==> src/rtl/vga_renderer.sv <==
// VGA 640x480@60 back-end: pixel timing from the 50 MHz clock, world sampling,
// procedural 32x32 tile drawing and one aligned output register stage.
module vga_renderer #(
    parameter int H_VISIBLE = 640,
    parameter int H_FRONT   = 16,
    parameter int H_SYNC    = 96,
    parameter int H_BACK    = 48,
    parameter int V_VISIBLE = 480,
    parameter int V_FRONT   = 10,
    parameter int V_SYNC    = 2,
    parameter int V_BACK    = 33
) (
    input  logic       clock_50,
    input  logic       reset,
    output logic [9:0] pixel_x,
    output logic [9:0] pixel_y,
    input  logic [3:0] sprite,
    input  logic [1:0] robot_cursor_flags,
    input  logic [4:0] robot_type,
    output logic [3:0] vga_r,
    output logic [3:0] vga_g,
    output logic [3:0] vga_b,
    output logic       vga_hs,
    output logic       vga_vs,
    output logic       vga_blank_n,
    output logic       vga_clk,
    output logic       frame_start
);

    localparam logic [9:0] H_LAST   = 10'(H_VISIBLE + H_FRONT + H_SYNC + H_BACK - 1);
    localparam logic [9:0] V_LAST   = 10'(V_VISIBLE + V_FRONT + V_SYNC + V_BACK - 1);
    localparam logic [9:0] H_VIS    = 10'(H_VISIBLE);
    localparam logic [9:0] V_VIS    = 10'(V_VISIBLE);
    localparam logic [9:0] HS_FIRST = 10'(H_VISIBLE + H_FRONT);
    localparam logic [9:0] HS_LAST  = 10'(H_VISIBLE + H_FRONT + H_SYNC - 1);
    localparam logic [9:0] VS_FIRST = 10'(V_VISIBLE + V_FRONT);
    localparam logic [9:0] VS_LAST  = 10'(V_VISIBLE + V_FRONT + V_SYNC - 1);

    typedef enum logic [1:0] {
        DIR_NORTH = 2'd0,
        DIR_SOUTH = 2'd1,
        DIR_EAST  = 2'd2,
        DIR_WEST  = 2'd3
    } dir_t;

    logic        tick_r;
    logic [9:0]  h_r;
    logic [9:0]  v_r;
    logic [3:0]  s1_sprite_r;
    logic [1:0]  s1_flags_r;
    logic [4:0]  s1_type_r;
    logic [9:0]  s1_h_r;
    logic [9:0]  s1_v_r;
    logic [4:0]  s1_lx_r;
    logic [4:0]  s1_ly_r;
    logic [11:0] rgb_r;
    logic        hs_r;
    logic        vs_r;
    logic        blank_n_r;
    logic        frame_start_r;

    logic        h_wrap_s;
    logic        v_wrap_s;
    logic        visible_s;
    logic [11:0] colour_s;
    logic        hs_s;
    logic        vs_s;

    // Tile artwork for one pixel; cursor ring beats robot, robot beats the tile.
    function automatic logic [11:0] tile_colour(
        input logic [3:0] spr,
        input logic [1:0] flags,
        input logic [4:0] rtype,
        input logic [4:0] lx,
        input logic [4:0] ly
    );
        logic        cursor;
        logic        body;
        logic        strip;
        logic        square;
        logic        mortar;
        logic [3:0]  mortar_col;
        logic [11:0] c;
        dir_t        dir;
        cursor = (lx[4:1] == 4'h0) || (lx[4:1] == 4'hF) ||
                 (ly[4:1] == 4'h0) || (ly[4:1] == 4'hF);
        body   = (lx >= 5'd4) && (lx <= 5'd27) && (ly >= 5'd4) && (ly <= 5'd27);
        square = (lx >= 5'd8) && (lx <= 5'd23) && (ly >= 5'd8) && (ly <= 5'd23);
        mortar_col = ly[3] ? 4'd8 : 4'd0;
        mortar = (ly[2:0] == 3'd0) || (lx[3:0] == mortar_col);
        case (rtype)
            5'b00100: dir = DIR_SOUTH;
            5'b01000: dir = DIR_EAST;
            5'b10000: dir = DIR_WEST;
            default:  dir = DIR_NORTH;
        endcase
        // Strip bounds only need the outer limit; body already confines the rest.
        case (dir)
            DIR_NORTH: strip = (ly <= 5'd7);
            DIR_SOUTH: strip = (ly >= 5'd24);
            DIR_EAST:  strip = (lx >= 5'd24);
            DIR_WEST:  strip = (lx <= 5'd7);
            default:   strip = 1'b0;
        endcase
        if (flags[0] && cursor) begin
            c = 12'hFF0;
        end else if (flags[1] && body) begin
            c = strip ? 12'hFFF : 12'h00F;
        end else begin
            case (spr)
                4'd0:    c = mortar ? 12'h888 : 12'hC42;
                4'd1:    c = 12'h444;
                4'd3:    c = square ? 12'h0C0 : 12'h444;
                4'd4:    c = square ? 12'hCC0 : 12'h444;
                4'd5:    c = square ? 12'hF00 : 12'h444;
                4'd6:    c = 12'h000;
                default: c = 12'hF0F;
            endcase
        end
        return c;
    endfunction

    assign h_wrap_s = (h_r == H_LAST);
    assign v_wrap_s = (v_r == V_LAST);

    // Pixel-clock divider and raster counters.
    always_ff @(posedge clock_50 or posedge reset) begin
        if (reset) begin
            tick_r        <= 1'b0;
            h_r           <= 10'd0;
            v_r           <= 10'd0;
            frame_start_r <= 1'b0;
        end else begin
            tick_r        <= ~tick_r;
            frame_start_r <= tick_r && h_wrap_s && v_wrap_s;
            if (tick_r) begin
                if (h_wrap_s) begin
                    h_r <= 10'd0;
                    v_r <= v_wrap_s ? 10'd0 : v_r + 10'd1;
                end else begin
                    h_r <= h_r + 10'd1;
                end
            end
        end
    end

    // Stage 1: capture the world response on the second clock of the coordinate hold.
    always_ff @(posedge clock_50 or posedge reset) begin
        if (reset) begin
            s1_sprite_r <= 4'd0;
            s1_flags_r  <= 2'd0;
            s1_type_r   <= 5'd0;
            s1_h_r      <= 10'd0;
            s1_v_r      <= 10'd0;
            s1_lx_r     <= 5'd0;
            s1_ly_r     <= 5'd0;
        end else if (tick_r) begin
            s1_sprite_r <= sprite;
            s1_flags_r  <= robot_cursor_flags;
            s1_type_r   <= robot_type;
            s1_h_r      <= h_r;
            s1_v_r      <= v_r;
            s1_lx_r     <= h_r[4:0];
            s1_ly_r     <= v_r[4:0];
        end
    end

    // Colour and syncs derived from the same stage-1 coordinates to stay aligned.
    always_comb begin
        visible_s = (s1_h_r < H_VIS) && (s1_v_r < V_VIS);
        hs_s      = !((s1_h_r >= HS_FIRST) && (s1_h_r <= HS_LAST));
        vs_s      = !((s1_v_r >= VS_FIRST) && (s1_v_r <= VS_LAST));
        if (visible_s) begin
            colour_s = tile_colour(s1_sprite_r, s1_flags_r, s1_type_r, s1_lx_r, s1_ly_r);
        end else begin
            colour_s = 12'h000;
        end
    end

    // Stage 2: output register feeding the VGA pins.
    always_ff @(posedge clock_50 or posedge reset) begin
        if (reset) begin
            rgb_r     <= 12'h000;
            hs_r      <= 1'b1;
            vs_r      <= 1'b1;
            blank_n_r <= 1'b0;
        end else if (tick_r) begin
            rgb_r     <= colour_s;
            hs_r      <= hs_s;
            vs_r      <= vs_s;
            blank_n_r <= visible_s;
        end
    end

    assign pixel_x     = h_r;
    assign pixel_y     = v_r;
    assign vga_r       = rgb_r[11:8];
    assign vga_g       = rgb_r[7:4];
    assign vga_b       = rgb_r[3:0];
    assign vga_hs      = hs_r;
    assign vga_vs      = vs_r;
    assign vga_blank_n = blank_n_r;
    assign vga_clk     = tick_r;
    assign frame_start = frame_start_r;

endmodule
==> config.mk <==
export PLATFORM = sky130hd
export DESIGN_NAME = vga_renderer
export DESIGN_NICKNAME = d
export VERILOG_FILES = /design/src/rtl/vga_renderer.sv
export SDC_FILE = /design/constraint.sdc
export NUM_CORES = 1
export LEC_CHECK = 0
export ABC_AREA = 0
export CAP_MARGIN = 15
export CORE_MARGIN = 8
export CORE_UTILIZATION = 35
export CTS_BUF_LIST = sky130_fd_sc_hd__clkbuf_2 sky130_fd_sc_hd__clkbuf_4 sky130_fd_sc_hd__clkbuf_8
export DETAILED_ROUTE_END_ITERATION = 10
export PLACE_DENSITY = 0.56
export SKIP_LAST_GASP = 1
export SLEW_MARGIN = 20
export SYNTH_ARGS = -nofsm -noshare
export SYNTH_HDL_FRONTEND = slang
export SYNTH_SLANG_ARGS = --single-unit
export TNS_END_PERCENT = 30
==> constraint.sdc <==
create_clock -name clock_50 -period 2.05 [get_ports clock_50]
set_input_delay 0.41 -clock clock_50 [delete_from_list [all_inputs] [get_ports clock_50]]
set_output_delay 0.41 -clock clock_50 [all_outputs]
set_load 0.03 [all_outputs]
==> results.yml, run 1 <==
die:
  dieArea_um2: 12500
  design.core.area_um2: 9060
  die_h_um: 112
  num_rows: 35
  fp.dieW_um: 112
  start_util: 0.355
  io-pin-count: 50
worst_setup_path:
  worst-path-buf-inv: 1
  crit_type: "flip-flop to primary output"
  worstReg2RegEnd: "pixel_y[9]"
  r2r_slack_ps: 190
  rr_startpoint: "pixel_x[0]"
  cpMaxStageDelayCell: "clkdlybuf4s50_1"
  worstSetupEndpointType: "primary output"
  crit_required_ps: 1640
  crit_family: "buffers and inverters"
  cp.arrival_ps: 1570
  cp_cell_sequence: "clkdlybuf4s50_1"
  path_max_fanout: 5
  worst_r2r_path_depth: 6
  critPathMaxStageDelay_ps: 730
  critPathLaunchType: "flip-flop"
synthesis:
  synth_warnings: 0
  netlist_area_um2: 3220
  ys_ff_latch: 66
  syn_nets: 307
  ys.flop_type: "dfrtp_1"
  ys_types: 59
  syn_avg_cell_area_um2: 11.1
  synth_edf_count: 0
  synth-async-reset-ratio: 1.00
  ys_seq_area_frac: 0.514
  syn-instance-count: 291
sta:
  skew_ps: 7.34
  fmax_ghz: 0.505
  fin_tns_setup_ps: 0
  setup_viol: 0
  drv_slew: 0
  post-route-period-util: 0.967
  hold_viol_final: 0
  rsz0062_at_grt: "true"
  final.min_clock_period_ps: 1980
  tightest_slew_ps: 446
  maxSlewHeadroom: 0.695
global_routing:
  grt_pass1_vias: 2433
  grt_max_degree: 37
  grt_pass1_wl_mm: 12.4
  grt_overflow: 0
  antenna_found_initial: 0
  grt.total_usage: 0.124
run:
  maxCapViolations: 0
layout:
  final_cell_area_um2: 4020
  insertedDiodeCount: 0
  final_nets: 360
  fin_util: 0.443
  drive_gt1_frac: 0.201
  syn_to_final_growth_pct: 24.8
power_and_ir_drop:
  peakVddDrop_uv: 249
  leakage_nw: 1.66
  p_per_area_nw_per_um2: 619
hold_path:
  hp-class: "input port to async pin"
place:
  gp_congestion: 0.765
  dp_hpwl_mm: 5.35
  placed_area_um2: 3840
  portBuffers: 49
route:
  vias: 2406
  post_drt_wl_per_cell_um: 15.9
  drt_iter0_markers: 77
  drc: 0
  vias_per_cell: 5.23
  dr.pass1.iters: 4
  ant_nets: 0
  wl_mm: 7.32
status:
  status: "completed"
clock_tree:
  postCtsHoldBufs: 0
  clk_latency_ps: 340
  htreeDepth: 3
  cts_buffers: 9
  cts_sinks: 66
  cts_max_path_buffers: 2
  clk_transition_reported_paths_ps: 70
  tritoncts: "done"
  cts_root_buffer: "clkbuf_8"
==> report_power, final <==
group	total, W	switching (W)	internal, W
Clock	0.000961	0.000501	0.000460
Sequential	0.00135	0.0000236	0.00132
Combinational	0.000176	0.0000941	0.0000822
==> cell type report <==
class,count,area (µm²)
tap,111,139
clock buffer,10,138
fill,838,5050
sequential,66,1660
inverter,9,37.5
multi-input combinational,203,1470
timing repair buffer,55,548
clock inverter,6,32.5
==> worst reg2reg max path: cells and delay by family (launching register included) <==
| kind | cells | cell delay [ps] |
|---|---|---|
| simple gates | 3 | 580 |
| flops | 1 | 440 |
| fa+ha+maj | 1 | 260 |
| compound gates | 1 | 250 |
| buf+inv | 1 | 230 |
==> synth_stat cells, drive strengths merged (2+ instances only) <==
library cell  instances  share of area
a21o                  2         0.0047
a21oi                 4         0.0062
a32o                  2         0.0062
a32oi                 2         0.0054
and3                  3         0.0058
buf                   9          0.015
clkbuf                4         0.0047
dfrtp                64           0.50
dfstp                 2          0.016
ha                    3          0.012
inv                   9          0.010
mux2                 32           0.11
nand2                28          0.034
nand2b                2         0.0047
nand3                 7          0.011
nand3b                2         0.0047
nand4                11          0.021
nor2                 22          0.026
nor2b                 4         0.0078
nor3                  9          0.016
nor4                  4          0.012
o21ai                18          0.028
o221ai                4          0.011
o2bb2ai               4          0.011
o31ai                 5          0.012
or3                   2         0.0039
xnor2                 7          0.019
xor2                  5          0.014
==> metrics by stage <==
step                      cells  hold slack, ps  worst slack, ps  power (W)
after floorplan             291             480             15.6    0.00147
after global placement      444             481              241    0.00155
after detailed placement    444             489              236    0.00155
after CTS                   460             419             42.5    0.00251
after global routing        460             450            -10.6    0.00259
final                       460             413             67.9    0.00249
==> layout by cell type (no fill, tap or decap), types with 2 or more instances in the layout <==
master,instances
nand2_1,26
a32o_1,2
o221ai_1,4
nor2b_1,4
or3_1,2
o31ai_1,5
a32oi_1,2
a21o_1,2
o2bb2ai_1,4
clkdlybuf4s50_1,47
clkinv_2,5
dfstp_2,2
mux2_2,31
nand2_2,2
nor4_1,3
clkbuf_8,10
xor2_1,5
dfrtp_1,63
clkinvlp_4,2
nor2_1,21
and3_1,3
a21oi_1,4
ha_1,3
nand4_1,11
nand3_1,7
buf_4,6
o21ai_1,2
nand3b_1,2
o21ai_0,16
xnor2_1,7
nor3_1,8
inv_1,7
==> logic make-up after synthesis <==
family	Yosys count	share of synthesized area
DFF	66	0.514
AOI/OAI and AO/OA	53	0.120
buffers and inverters	22	0.0303
adders and majority gates	3	0.0117
and+or+nand+nor	102	0.175
xor gates and xnor gates	12	0.0327
muxes	33	0.116
==> worst max-delay path by stage <==
| stage | start | end | slack, ps | cells after the start |
|---|---|---|---|---|
| 2_1_floorplan | pixel_x[0] | pixel_y[4] | 20 | 6 |
| 3_3_place_gp | pixel_x[0] | pixel_y[4] | 240 | 6 |
| 3_5_place_dp | pixel_x[0] | pixel_y[9] | 240 | 6 |
| 4_1_cts | pixel_x[8] | pixel_x[8] | 40 | 1 |
| 5_1_grt | pixel_x[3] | pixel_x[3] | -10 | 1 |
| 6_report | pixel_x[8] | pixel_x[8] | 70 | 1 |
==> registers in the layout (all words and copies together), names as in the netlist, 2 cells and up <==
name,cells
pixel_x,10
pixel_y,10
rgb_r,10
s1_flags_r,2
s1_h_r,10
s1_sprite_r,4
s1_type_r,5
s1_v_r,10
==> layer usage <==
layer,part of all wire,global-route usage,up-vias
met5,0,0,-
met4,0.015,0.0510,0
met3,0.042,0.0357,8
met2,0.48,0.199,46
met1,0.46,0.152,1189
li1,-,-,1163
==> what timing repair did <==
item	CTS	global route
resized for setup	0	1
endpoints found under the setup margin	0	2
setup buffers	0	0
No activity file was read; power rests on OpenSTA's default activity.
==> inputs of run 2 (changes only) <==
- CAP_MARGIN: 15 -> 25
==> results of run 2 <==
The final DEF is identical to that of run 1; final timing and power are the same.
